File: src/rtl/rfft_seq.sv
// ---------------------------------------------------------------------------
// rfft_seq : control sequencer for the 256-point radix-4 RFFT core.
//
// Owns the core's shared word address (2^ADDR_W words of 4 samples) and runs
// one frame as LOAD -> NSTAGE x (CALC + DRAIN) -> UNLOAD, then pulses done.
//
// Optional feature (compile-time macro RFFT_SEQ_BITREV_EN):
//   defined   : during UNLOAD, Addr is the base-4 digit reversal of the
//               transfer counter, so results leave in natural frequency order.
//   undefined : during UNLOAD, Addr equals the transfer counter.
//
// Ports
//   Clk        in   rising-edge clock
//   Reset_n    in   synchronous active-low reset
//   start      in   begin a frame (sampled in IDLE only)
//   abort      in   cancel the current frame, back to IDLE without done
//   in_valid   in   source has an input word
//   in_ready   out  sequencer accepts input words (LOAD)
//   out_valid  out  core output word presented (UNLOAD)
//   out_ready  in   sink takes the output word
//   Addr       out  core word address
//   Input      out  core input-buffer write strobe (in_valid & in_ready)
//   Write      out  core output-read phase enable
//   bf_en      out  issue one butterfly at Addr
//   stage      out  current butterfly stage
//   tw_base    out  twiddle exponent base of the current butterfly
//   busy       out  frame in progress
//   done       out  one-cycle pulse on frame completion
// ---------------------------------------------------------------------------
module rfft_seq #(
    parameter int ADDR_W   = 6,
    parameter int NSTAGE   = 4,
    parameter int PIPE_LAT = 3     // must be >= 1
) (
    input  logic              Clk,
    input  logic              Reset_n,
    input  logic              start,
    input  logic              abort,
    input  logic              in_valid,
    output logic              in_ready,
    output logic              out_valid,
    input  logic              out_ready,
    output logic [ADDR_W-1:0] Addr,
    output logic              Input,
    output logic              Write,
    output logic              bf_en,
    output logic [1:0]        stage,
    output logic [ADDR_W-1:0] tw_base,
    output logic              busy,
    output logic              done
);

    localparam logic [ADDR_W-1:0]  LAST_WORD  = {ADDR_W{1'b1}};
    localparam int                 DRAIN_W    = (PIPE_LAT > 1) ? $clog2(PIPE_LAT) : 1;
    localparam logic [DRAIN_W-1:0] DRAIN_LAST = DRAIN_W'(PIPE_LAT - 1);
    localparam logic [1:0]         STAGE_LAST = 2'(NSTAGE - 1);

    typedef enum logic [2:0] {
        S_IDLE,
        S_LOAD,
        S_CALC,
        S_DRAIN,
        S_UNLOAD
    } state_t;

    state_t             state_q;
    logic [ADDR_W-1:0]  cnt_q;
    logic [1:0]         stage_q;
    logic [DRAIN_W-1:0] drain_q;
    logic               in_ready_q;
    logic               out_valid_q;
    logic               write_q;
    logic               bf_en_q;
    logic               busy_q;
    logic               done_q;

`ifdef RFFT_SEQ_BITREV_EN
    // Reverse the order of the 2-bit (base-4) digits of a word address.
    function automatic logic [ADDR_W-1:0] digit_rev(input logic [ADDR_W-1:0] a);
        logic [ADDR_W-1:0] r;
        r = '0;
        for (int i = 0; i < ADDR_W / 2; i++) begin
            r[2*i +: 2] = a[ADDR_W-2-2*i +: 2];
        end
        return r;
    endfunction
`endif

    always_ff @(posedge Clk) begin
        if (!Reset_n) begin
            state_q     <= S_IDLE;
            cnt_q       <= '0;
            stage_q     <= '0;
            drain_q     <= '0;
            in_ready_q  <= 1'b0;
            out_valid_q <= 1'b0;
            write_q     <= 1'b0;
            bf_en_q     <= 1'b0;
            busy_q      <= 1'b0;
            done_q      <= 1'b0;
        end else if (abort && (state_q != S_IDLE)) begin
            // Abort beats any handshake in the same cycle: that word is dropped.
            state_q     <= S_IDLE;
            cnt_q       <= '0;
            stage_q     <= '0;
            drain_q     <= '0;
            in_ready_q  <= 1'b0;
            out_valid_q <= 1'b0;
            write_q     <= 1'b0;
            bf_en_q     <= 1'b0;
            busy_q      <= 1'b0;
            done_q      <= 1'b0;
        end else begin
            done_q <= 1'b0;
            case (state_q)
                S_IDLE: begin
                    if (start) begin
                        state_q    <= S_LOAD;
                        cnt_q      <= '0;
                        stage_q    <= '0;
                        in_ready_q <= 1'b1;
                        busy_q     <= 1'b1;
                    end
                end
                S_LOAD: begin
                    if (in_valid) begin
                        if (cnt_q == LAST_WORD) begin
                            state_q    <= S_CALC;
                            cnt_q      <= '0;
                            stage_q    <= '0;
                            in_ready_q <= 1'b0;
                            bf_en_q    <= 1'b1;
                        end else begin
                            cnt_q <= cnt_q + 1'b1;
                        end
                    end
                end
                S_CALC: begin
                    if (cnt_q == LAST_WORD) begin
                        // Counter parks at the last word until the stage is drained.
                        state_q <= S_DRAIN;
                        bf_en_q <= 1'b0;
                        drain_q <= '0;
                    end else begin
                        cnt_q <= cnt_q + 1'b1;
                    end
                end
                S_DRAIN: begin
                    if (drain_q == DRAIN_LAST) begin
                        cnt_q <= '0;
                        if (stage_q == STAGE_LAST) begin
                            state_q     <= S_UNLOAD;
                            write_q     <= 1'b1;
                            out_valid_q <= 1'b1;
                        end else begin
                            state_q <= S_CALC;
                            stage_q <= stage_q + 1'b1;
                            bf_en_q <= 1'b1;
                        end
                    end else begin
                        drain_q <= drain_q + 1'b1;
                    end
                end
                S_UNLOAD: begin
                    if (out_ready) begin
                        if (cnt_q == LAST_WORD) begin
                            state_q     <= S_IDLE;
                            cnt_q       <= '0;
                            stage_q     <= '0;
                            write_q     <= 1'b0;
                            out_valid_q <= 1'b0;
                            busy_q      <= 1'b0;
                            done_q      <= 1'b1;
                        end else begin
                            cnt_q <= cnt_q + 1'b1;
                        end
                    end
                end
                default: begin
                    state_q <= S_IDLE;
                end
            endcase
        end
    end

    // Address mapping: only UNLOAD may remap the counter.
    always_comb begin
        Addr = cnt_q;
`ifdef RFFT_SEQ_BITREV_EN
        if (state_q == S_UNLOAD) begin
            Addr = digit_rev(cnt_q);
        end
`endif
    end

    // (Addr mod 4^(3-stage)) << 2*stage equals Addr << 2*stage truncated to
    // ADDR_W bits, so the shift alone drops the unwanted high digits.
    assign tw_base   = (state_q == S_CALC) ? (cnt_q << {stage_q, 1'b0}) : '0;

    assign Input     = in_valid & in_ready_q;
    assign in_ready  = in_ready_q;
    assign out_valid = out_valid_q;
    assign Write     = write_q;
    assign bf_en     = bf_en_q;
    assign stage     = stage_q;
    assign busy      = busy_q;
    assign done      = done_q;

endmodule

File: config.mk
export PLATFORM = sky130hd
export DESIGN_NAME = rfft_seq
export DESIGN_NICKNAME = d
export VERILOG_FILES = /design/src/rtl/rfft_seq.sv
export SDC_FILE = /design/constraint.sdc
export NUM_CORES = 1
export LEC_CHECK = 0
export CELL_PAD_IN_SITES_DETAIL_PLACEMENT = 1
export CELL_PAD_IN_SITES_GLOBAL_PLACEMENT = 1
export CORE_ASPECT_RATIO = 0.5
export CORE_UTILIZATION = 39
export CTS_CLUSTER_SIZE = 14
export DETAILED_ROUTE_END_ITERATION = 6
export PLACE_DENSITY = 0.81
export SYNTH_ARGS = -nofsm -noshare
export SYNTH_HDL_FRONTEND = slang
export SYNTH_SLANG_ARGS = --single-unit
File: constraint.sdc
create_clock -name Clk -period 4 [get_ports Clk]
set_clock_uncertainty 0.05 [all_clocks]
set_input_delay 0.8 -clock Clk [delete_from_list [all_inputs] [get_ports Clk]]
set_output_delay 0.8 -clock Clk [all_outputs]
set_load 0.1 [all_outputs]
# Word-level counts from Yosys, hierarchy flattened
# Index checks and enable logic that the tools add are counted.
[word_totals]
regBits = 18
in_bits = 6
elab_cells = 97
[classes]
add_sub_neg = 3
n_eq_ne = 18
shifts = 1
mux = 42
bitwise_logic = 4
n_reduce_logical = 20
[ops]
columns = ["operator", "n"]
rows = [
  ["6-bit 2-to-1 mux", 7],
  ["6-bit one-hot mux with 5 select lines", 1],
  ["3-bit 2-to-1 mux", 8],
  ["2-bit inequality test, second input constant", 11],
  ["6-bit AND reduction", 3],
  ["2-bit 2-to-1 mux", 8],
  ["3-bit one-hot mux with 5 select lines", 1],
  ["1-bit 2-to-1 mux", 11],
  ["2-bit one-hot mux with 4 select lines", 1],
  ["4-bit AND reduction", 2],
  ["2-bit nonzero test", 4],
  ["7-bit AND reduction", 1],
  ["6-bit by 1-bit adder with 6-bit output, second input constant", 1],
  ["3-bit by 2-bit == test with 1-bit output, second input constant", 2],
  ["6-bit == test, second input constant", 1],
  ["1-bit one-hot mux with 2 select lines", 3],
  ["3-bit nonzero test", 2],
  ["6-bit by 3-bit << shifter with 6-bit output", 1],
  ["5-bit AND reduction", 1],
  ["5-bit nonzero test", 1],
  ["2-bit by 1-bit adder with 2-bit output, second input constant", 2],
  ["2-bit == test, second input constant", 2],
  ["2-bit one-hot mux with 2 select lines", 1],
  ["4-bit nonzero test", 1],
  ["10 further kinds", 12],
]

# Depth between registers and ports, before layout
[logic_depth]
depth_word = 4
ltp_mapped = 8
mapped_depth_nobuf = 7

# Worst setup path before layout
# OpenSTA, ideal clock, no wires.
[synth_path]
kind = "register to output"
startpoint = "reg stage_q[0], in the netlist stage[0]"
endpoint = "out tw_base[2]"
t_arrival_ns = 3.450
required_time_ns = 3.150
slack_ns = -0.300
path_stages_with_launch = 4
path_buffers = 1
cell_sequence = "dfxtp_1 -> clkbuf_1 -> mux2i_1 -> nor3_1"
[synth_between]
elab_chain_cells = 2
[synth_lines]
columns = ["item", "line_no", "rtl"]
rows = [
  ["from (decl)", "68", "logic [1:0] stage_q;"],
  ["from (signal assigned)", "157", "stage_q <= stage_q + 1'b1;"],
  ["6-bit by 3-bit << shifter with 6-bit output", "198", "assign tw_base = (state_q == S_CALC) ? (cnt_q << {stage_q, 1'b0}) : '0;"],
  ["6-bit 2-to-1 mux", "198", ""],
  ["to (decl)", "48", "output logic [ADDR_W-1:0] tw_base,"],
]
# Every way passes these cells.

# Final worst setup path
[layout_path]
startpoint = "reg state_q[1]"
endpoint = "out tw_base[1]"
[layout_between]
elab_chain_cells = 2
[layout_lines]
columns = ["item", "line_no", "rtl"]
rows = [
  ["from (decl)", "66", "state_t state_q;"],
  ["from (signal assigned)", "91", "state_q <= S_IDLE;"],
  ["from (signal assigned)", "103", "state_q <= S_IDLE;"],
  ["from (signal assigned)", "118", "state_q <= S_LOAD;"],
  ["3-bit by 2-bit == test with 1-bit output", "198", ""],
  ["6-bit 2-to-1 mux", "198", ""],
]
# Every way passes these cells.

==> flow_summary.html <==
<table>
<tr><th>Metric</th><th>Value</th></tr>
<tr><th colspan="2">Drt</th></tr>
<tr><td>M1 wire length</td><td>1650 µm</td></tr>
<tr><td>Total met3 wirelength after detailed routing</td><td>149 µm</td></tr>
<tr><td>Total vias in the final route</td><td>1169</td></tr>
<tr><td>WL/cell</td><td>16.1 µm</td></tr>
<tr><td>Routed length on met2</td><td>1380 µm</td></tr>
<tr><td>Number of remaining DRC errors</td><td>0</td></tr>
<tr><td>Number of iterations in the first detailed-routing pass</td><td>4</td></tr>
<tr><td>Highest routed metal layer</td><td>met4</td></tr>
<tr><td>Routed WL</td><td>3230 µm</td></tr>
<tr><td>Via-to-Cell Ratio</td><td>5.82</td></tr>
<tr><td>Antenna Nets Post-Route</td><td>0</td></tr>
<tr><td>First-iteration detailed-routing DRC count</td><td>58</td></tr>
<tr><th colspan="2">Clocking</th></tr>
<tr><td>TritonCTS buffer count</td><td>3</td></tr>
<tr><td>Number of resized instances in the post-cts repair step</td><td>0</td></tr>
<tr><td>Clock tree from TritonCTS</td><td>built</td></tr>
<tr><td>Number of H-tree levels</td><td>1</td></tr>
<tr><td>Count of hold-fix buffers inserted at cts</td><td>0</td></tr>
<tr><td>Clk sinks</td><td>18</td></tr>
<tr><td>Clock root buffer</td><td>sky130_fd_sc_hd__clkbuf_8</td></tr>
<tr><td>Insertion delay of the later-clocked pin in the worst-skew pair</td><td>260 ps</td></tr>
<tr><td>Post-CTS setup buffer count</td><td>0</td></tr>
<tr><td>Maximum root-to-sink buffer count</td><td>2</td></tr>
<tr><td>Post-CTS clock slew at the launch and capture registers of the worst setup and hold paths</td><td>70 ps</td></tr>
<tr><th colspan="2">Setup path</th></tr>
<tr><td>Cells along the critical path</td><td>or3b_1 &gt; nor3_1 &gt; and2_1 &gt; buf_4</td></tr>
<tr><td>Setup CP Type</td><td>flip-flop to primary output</td></tr>
<tr><td>Critical Path End Type</td><td>primary output</td></tr>
<tr><td>Beginning of the worst register-to-register path</td><td>state_q[0]$_SDFFE_PP0P_</td></tr>
<tr><td>Highest net fanout along the worst path</td><td>14</td></tr>
<tr><td>CP max stage cell</td><td>sky130_fd_sc_hd__dfxtp_1</td></tr>
<tr><td>Number of buffer and inverter stages on the critical path</td><td>1</td></tr>
<tr><td>Sort of element at the start of the critical path</td><td>flip-flop</td></tr>
<tr><td>Launch point of the worst path</td><td>state_q[1]$_SDFFE_PP0P_</td></tr>
<tr><td>Req. time, crit path</td><td>3150 ps</td></tr>
<tr><td>Slowest Stage Delay on Critical Path</td><td>660 ps</td></tr>
<tr><td>Crit path DAT</td><td>2240 ps</td></tr>
<tr><td>Kind of cell adding the most delay to the critical path</td><td>simple AND/OR/NAND/NOR gates</td></tr>
<tr><th colspan="2">STA</th></tr>
<tr><td>Total negative slack for setup checks</td><td>0 ps</td></tr>
<tr><td>Max-Slew Margin vs Limit</td><td>0.351</td></tr>
<tr><td>Portion of the clock cycle consumed by the worst path in the final layout</td><td>0.773</td></tr>
<tr><td>Unrepaired setup endpoints after global routing</td><td>no</td></tr>
<tr><td>Post-route minimum period</td><td>3090 ps</td></tr>
<tr><td>Total count of max-transition violations in the final report</td><td>0</td></tr>
<tr><td>Achievable clock frequency</td><td>323 MHz</td></tr>
<tr><td>Number of endpoints failing setup at the final stage</td><td>0</td></tr>
<tr><td>Count of endpoints failing hold in the final timing report</td><td>0</td></tr>
<tr><td>Slew at the pin closest to its max-slew limit</td><td>971 ps</td></tr>
<tr><th colspan="2">Pwr</th></tr>
<tr><td>Switching portion of total power</td><td>0.417</td></tr>
<tr><td>Part of the total power dissipated in the clock network</td><td>0.245</td></tr>
<tr><td>Share of total power in combinational logic</td><td>0.398</td></tr>
<tr><td>Leakage power</td><td>0.530 nW</td></tr>
<tr><td>Overall power after layout</td><td>623 µW</td></tr>
<tr><td>Peak ir drop on the vdd network</td><td>251 µV</td></tr>
<tr><td>Internal power component</td><td>364 µW</td></tr>
<tr><td>Net switching power</td><td>260 µW</td></tr>
<tr><td>Portion of total power attributed to sequential cells</td><td>0.357</td></tr>
<tr><td>Power Density</td><td>419 nW/µm²</td></tr>
<tr><th colspan="2">Cells and area</th></tr>
<tr><td>Proportion of layout cells with a drive suffix above 1</td><td>0.146</td></tr>
<tr><td>Post-route cell area</td><td>1490 µm²</td></tr>
<tr><td>Count of antenna diodes in the layout</td><td>0</td></tr>
<tr><td>Area added between synthesis and finish</td><td>22.6%</td></tr>
<tr><td>NumNets Final</td><td>174</td></tr>
<tr><th colspan="2">Global routing</th></tr>
<tr><td>GRT Overall Usage</td><td>0.215</td></tr>
<tr><td>First-pass GRT wire length</td><td>5380 µm</td></tr>
<tr><td>GRT Residual Overflow</td><td>0</td></tr>
<tr><td>Vias in the first global route</td><td>1088</td></tr>
<tr><td>Antenna violations before repair</td><td>0</td></tr>
<tr><td>Largest net degree at the start of global routing</td><td>21</td></tr>
<tr><th colspan="2">Synthesis</th></tr>
<tr><td>Post-Syn Area</td><td>1210 µm²</td></tr>
<tr><td>Adder and majority cell fraction of the synthesized area</td><td>0.0309</td></tr>
<tr><td>Post-synth EDFFs</td><td>0</td></tr>
<tr><td>Most instantiated cells after synthesis</td><td>sky130_fd_sc_hd__dfxtp_1, sky130_fd_sc_hd__nor2_1, sky130_fd_sc_hd__nand2_1</td></tr>
<tr><td>Yosys top cell area share</td><td>0.297</td></tr>
<tr><td>Fraction of synthesized cell area in xor and xnor cells</td><td>0.00722</td></tr>
<tr><td>Dominant combinational cell family by area after synthesis</td><td>simple AND/OR/NAND/NOR gates</td></tr>
<tr><td>Distinct cell type count of the synthesized netlist</td><td>47</td></tr>
<tr><td>Synth top area cells</td><td>sky130_fd_sc_hd__dfxtp_1, sky130_fd_sc_hd__mux2i_1, sky130_fd_sc_hd__nor2_1</td></tr>
<tr><td>Sequential share of the synthesized area</td><td>0.297</td></tr>
<tr><td>Post-synth top area cell</td><td>sky130_fd_sc_hd__dfxtp_1</td></tr>
<tr><td>Most common flop cell mapped by yosys</td><td>sky130_fd_sc_hd__dfxtp_1</td></tr>
<tr><td>Simple-gate area share of the yosys netlist</td><td>0.267</td></tr>
<tr><td>Post-synthesis instance total</td><td>148</td></tr>
<tr><td>Flip-flop and latch count after synthesis</td><td>18</td></tr>
<tr><td>Most common cell in the netlist</td><td>sky130_fd_sc_hd__dfxtp_1</td></tr>
<tr><td>Post-synthesis compound-gate area fraction</td><td>0.261</td></tr>
<tr><td>Portion of netlist area occupied by mux cells</td><td>0.0495</td></tr>
<tr><td>Syn Area/Cell</td><td>8.20 µm²</td></tr>
<tr><td>Proportion of register bits with asynchronous set or reset after synthesis</td><td>0</td></tr>
<tr><td>Syn. warnings</td><td>0</td></tr>
<tr><td>Number of nets in the synthesized netlist</td><td>157</td></tr>
<tr><th colspan="2">Status</th></tr>
<tr><td>Outcome</td><td>completed</td></tr>
<tr><th colspan="2">Hold path</th></tr>
<tr><td>Start point of the worst hold path</td><td>bf_en$_SDFFE_PP0P_</td></tr>
<tr><td>Min-delay worst type</td><td>flip-flop to flip-flop</td></tr>
<tr><th colspan="2">Job</th></tr>
<tr><td>Number of max-capacitance violations reported</td><td>0</td></tr>
<tr><th colspan="2">Floorplan</th></tr>
<tr><td>Die Ht</td><td>41.4 µm</td></tr>
<tr><td>IO Count</td><td>27</td></tr>
<tr><td>Floorplan core area</td><td>2770 µm²</td></tr>
<tr><td>Initial core utilization</td><td>0.439</td></tr>
<tr><td>FP Rows</td><td>13</td></tr>
<tr><td>Die outline area</td><td>3350 µm²</td></tr>
<tr><td>Width of the chip</td><td>80.9 µm</td></tr>
<tr><th colspan="2">Placed design</th></tr>
<tr><td>Detail Placement HPWL</td><td>2410 µm</td></tr>
<tr><td>Final weighted congestion in routability-driven placement</td><td>0.787</td></tr>
<tr><td>Buffers added on ports</td><td>26</td></tr>
<tr><td>Post-place instance area</td><td>1430 µm²</td></tr>
</table>
-- through the flow --
stage | setup slack [ps] | instances | hold slack (ps) | util
2_1_floorplan | 316 | 148 | 409 | -
3_3_place_gp | 1290 | 197 | 428 | 0.518
3_5_place_dp | 1200 | 197 | 427 | 0.518
4_1_cts | 902 | 201 | 440 | 0.538
5_1_grt | 801 | 201 | 477 | 0.538
6_report | 906 | 201 | 438 | 0.538
-- kinds of logic (layout without fill, tap and decap cells) --
logic type,after synthesis,count (layout)
simple gates,61,61
compound gates,38,38
buf+inv,21,37
flops,18,18
mux,6,6
fa+ha+maj,3,3
xor+xnor,1,1
-- cell usage in the layout (no fill, tap or decap), types with 2 or more instances in the layout --
master / netlist / layout
sky130_fd_sc_hd__buf_4: 2 / 7
sky130_fd_sc_hd__nand2_1: 11 / 11
sky130_fd_sc_hd__nand3b_1: 2 / 2
sky130_fd_sc_hd__a31o_2: 2 / 2
sky130_fd_sc_hd__o21ai_2: 2 / 2
sky130_fd_sc_hd__clkdlybuf4s50_1: 0 / 19
sky130_fd_sc_hd__mux2i_1: 6 / 6
sky130_fd_sc_hd__nand3_1: 7 / 7
sky130_fd_sc_hd__nand2b_1: 2 / 2
sky130_fd_sc_hd__o31ai_1: 3 / 3
sky130_fd_sc_hd__nor2_1: 16 / 16
sky130_fd_sc_hd__ha_1: 3 / 3
sky130_fd_sc_hd__nor2b_1: 2 / 2
sky130_fd_sc_hd__o41ai_1: 3 / 3
sky130_fd_sc_hd__o31ai_4: 2 / 2
sky130_fd_sc_hd__clkbuf_8: 0 / 4
sky130_fd_sc_hd__and3_1: 3 / 3
sky130_fd_sc_hd__and2_1: 4 / 4
sky130_fd_sc_hd__nor3_1: 5 / 3
sky130_fd_sc_hd__inv_1: 7 / 7
sky130_fd_sc_hd__nor3_2: 1 / 3
sky130_fd_sc_hd__a32oi_1: 3 / 3
sky130_fd_sc_hd__dfxtp_1: 18 / 18
sky130_fd_sc_hd__a21oi_1: 10 / 10
-- path summary, 6_finish.rpt --
check / cells after the start / slack [ps] / endpoint
worst max-delay path: 4 / 910 / tw_base[1]
worst min-delay path: 2 / 440 / bf_en$_SDFFE_PP0P_
worst max register to register: 5 / 1580 / Addr[4]$_SDFFE_PP0P_
worst min register to register: 2 / 440 / bf_en$_SDFFE_PP0P_
-- layout make-up --
cell class | count | area (µm²)
clock buffers | 4 | 55.1
fillers | 340 | 1280
inverters | 7 | 26.3
multi-input cells | 109 | 757
flip-flops and latches | 18 | 360
well taps | 37 | 46.3
repair buffers | 26 | 243
-- power groups by stage --
stage | clock (mW) | sequential [mW] | combinational (mW)
floorplan | 0 | 0.257 | 0.172
detailed placement | 0 | 0.226 | 0.247
global route | 0.166 | 0.227 | 0.265
finish | 0.153 | 0.223 | 0.248
CTS | 0.159 | 0.222 | 0.248
global placement | 0 | 0.226 | 0.243
-- worst register-to-register path: stages (launching register included) --
cell and delay [ps]:
sky130_fd_sc_hd__dfxtp_1 680, sky130_fd_sc_hd__or3b_1 490, sky130_fd_sc_hd__o31a_1 310, sky130_fd_sc_hd__o31ai_4 160
sky130_fd_sc_hd__or4b_1 490, sky130_fd_sc_hd__o22ai_1 160
-- registers in the layout, summed over array words and instances (netlist names) --
signal / count
stage: 2
state_q: 3
done: 1
drain_q: 2
in_ready: 1
Write: 1
bf_en: 1
busy: 1
Addr: 6
-- routing by layer --
layer	global-route usage	vias to the layer above
met2	0.326	30
met5	0	-
li1	-	575
met4	0.0857	0
met1	0.291	559
met3	0.0527	5
Power figures use the tool's default switching activity.
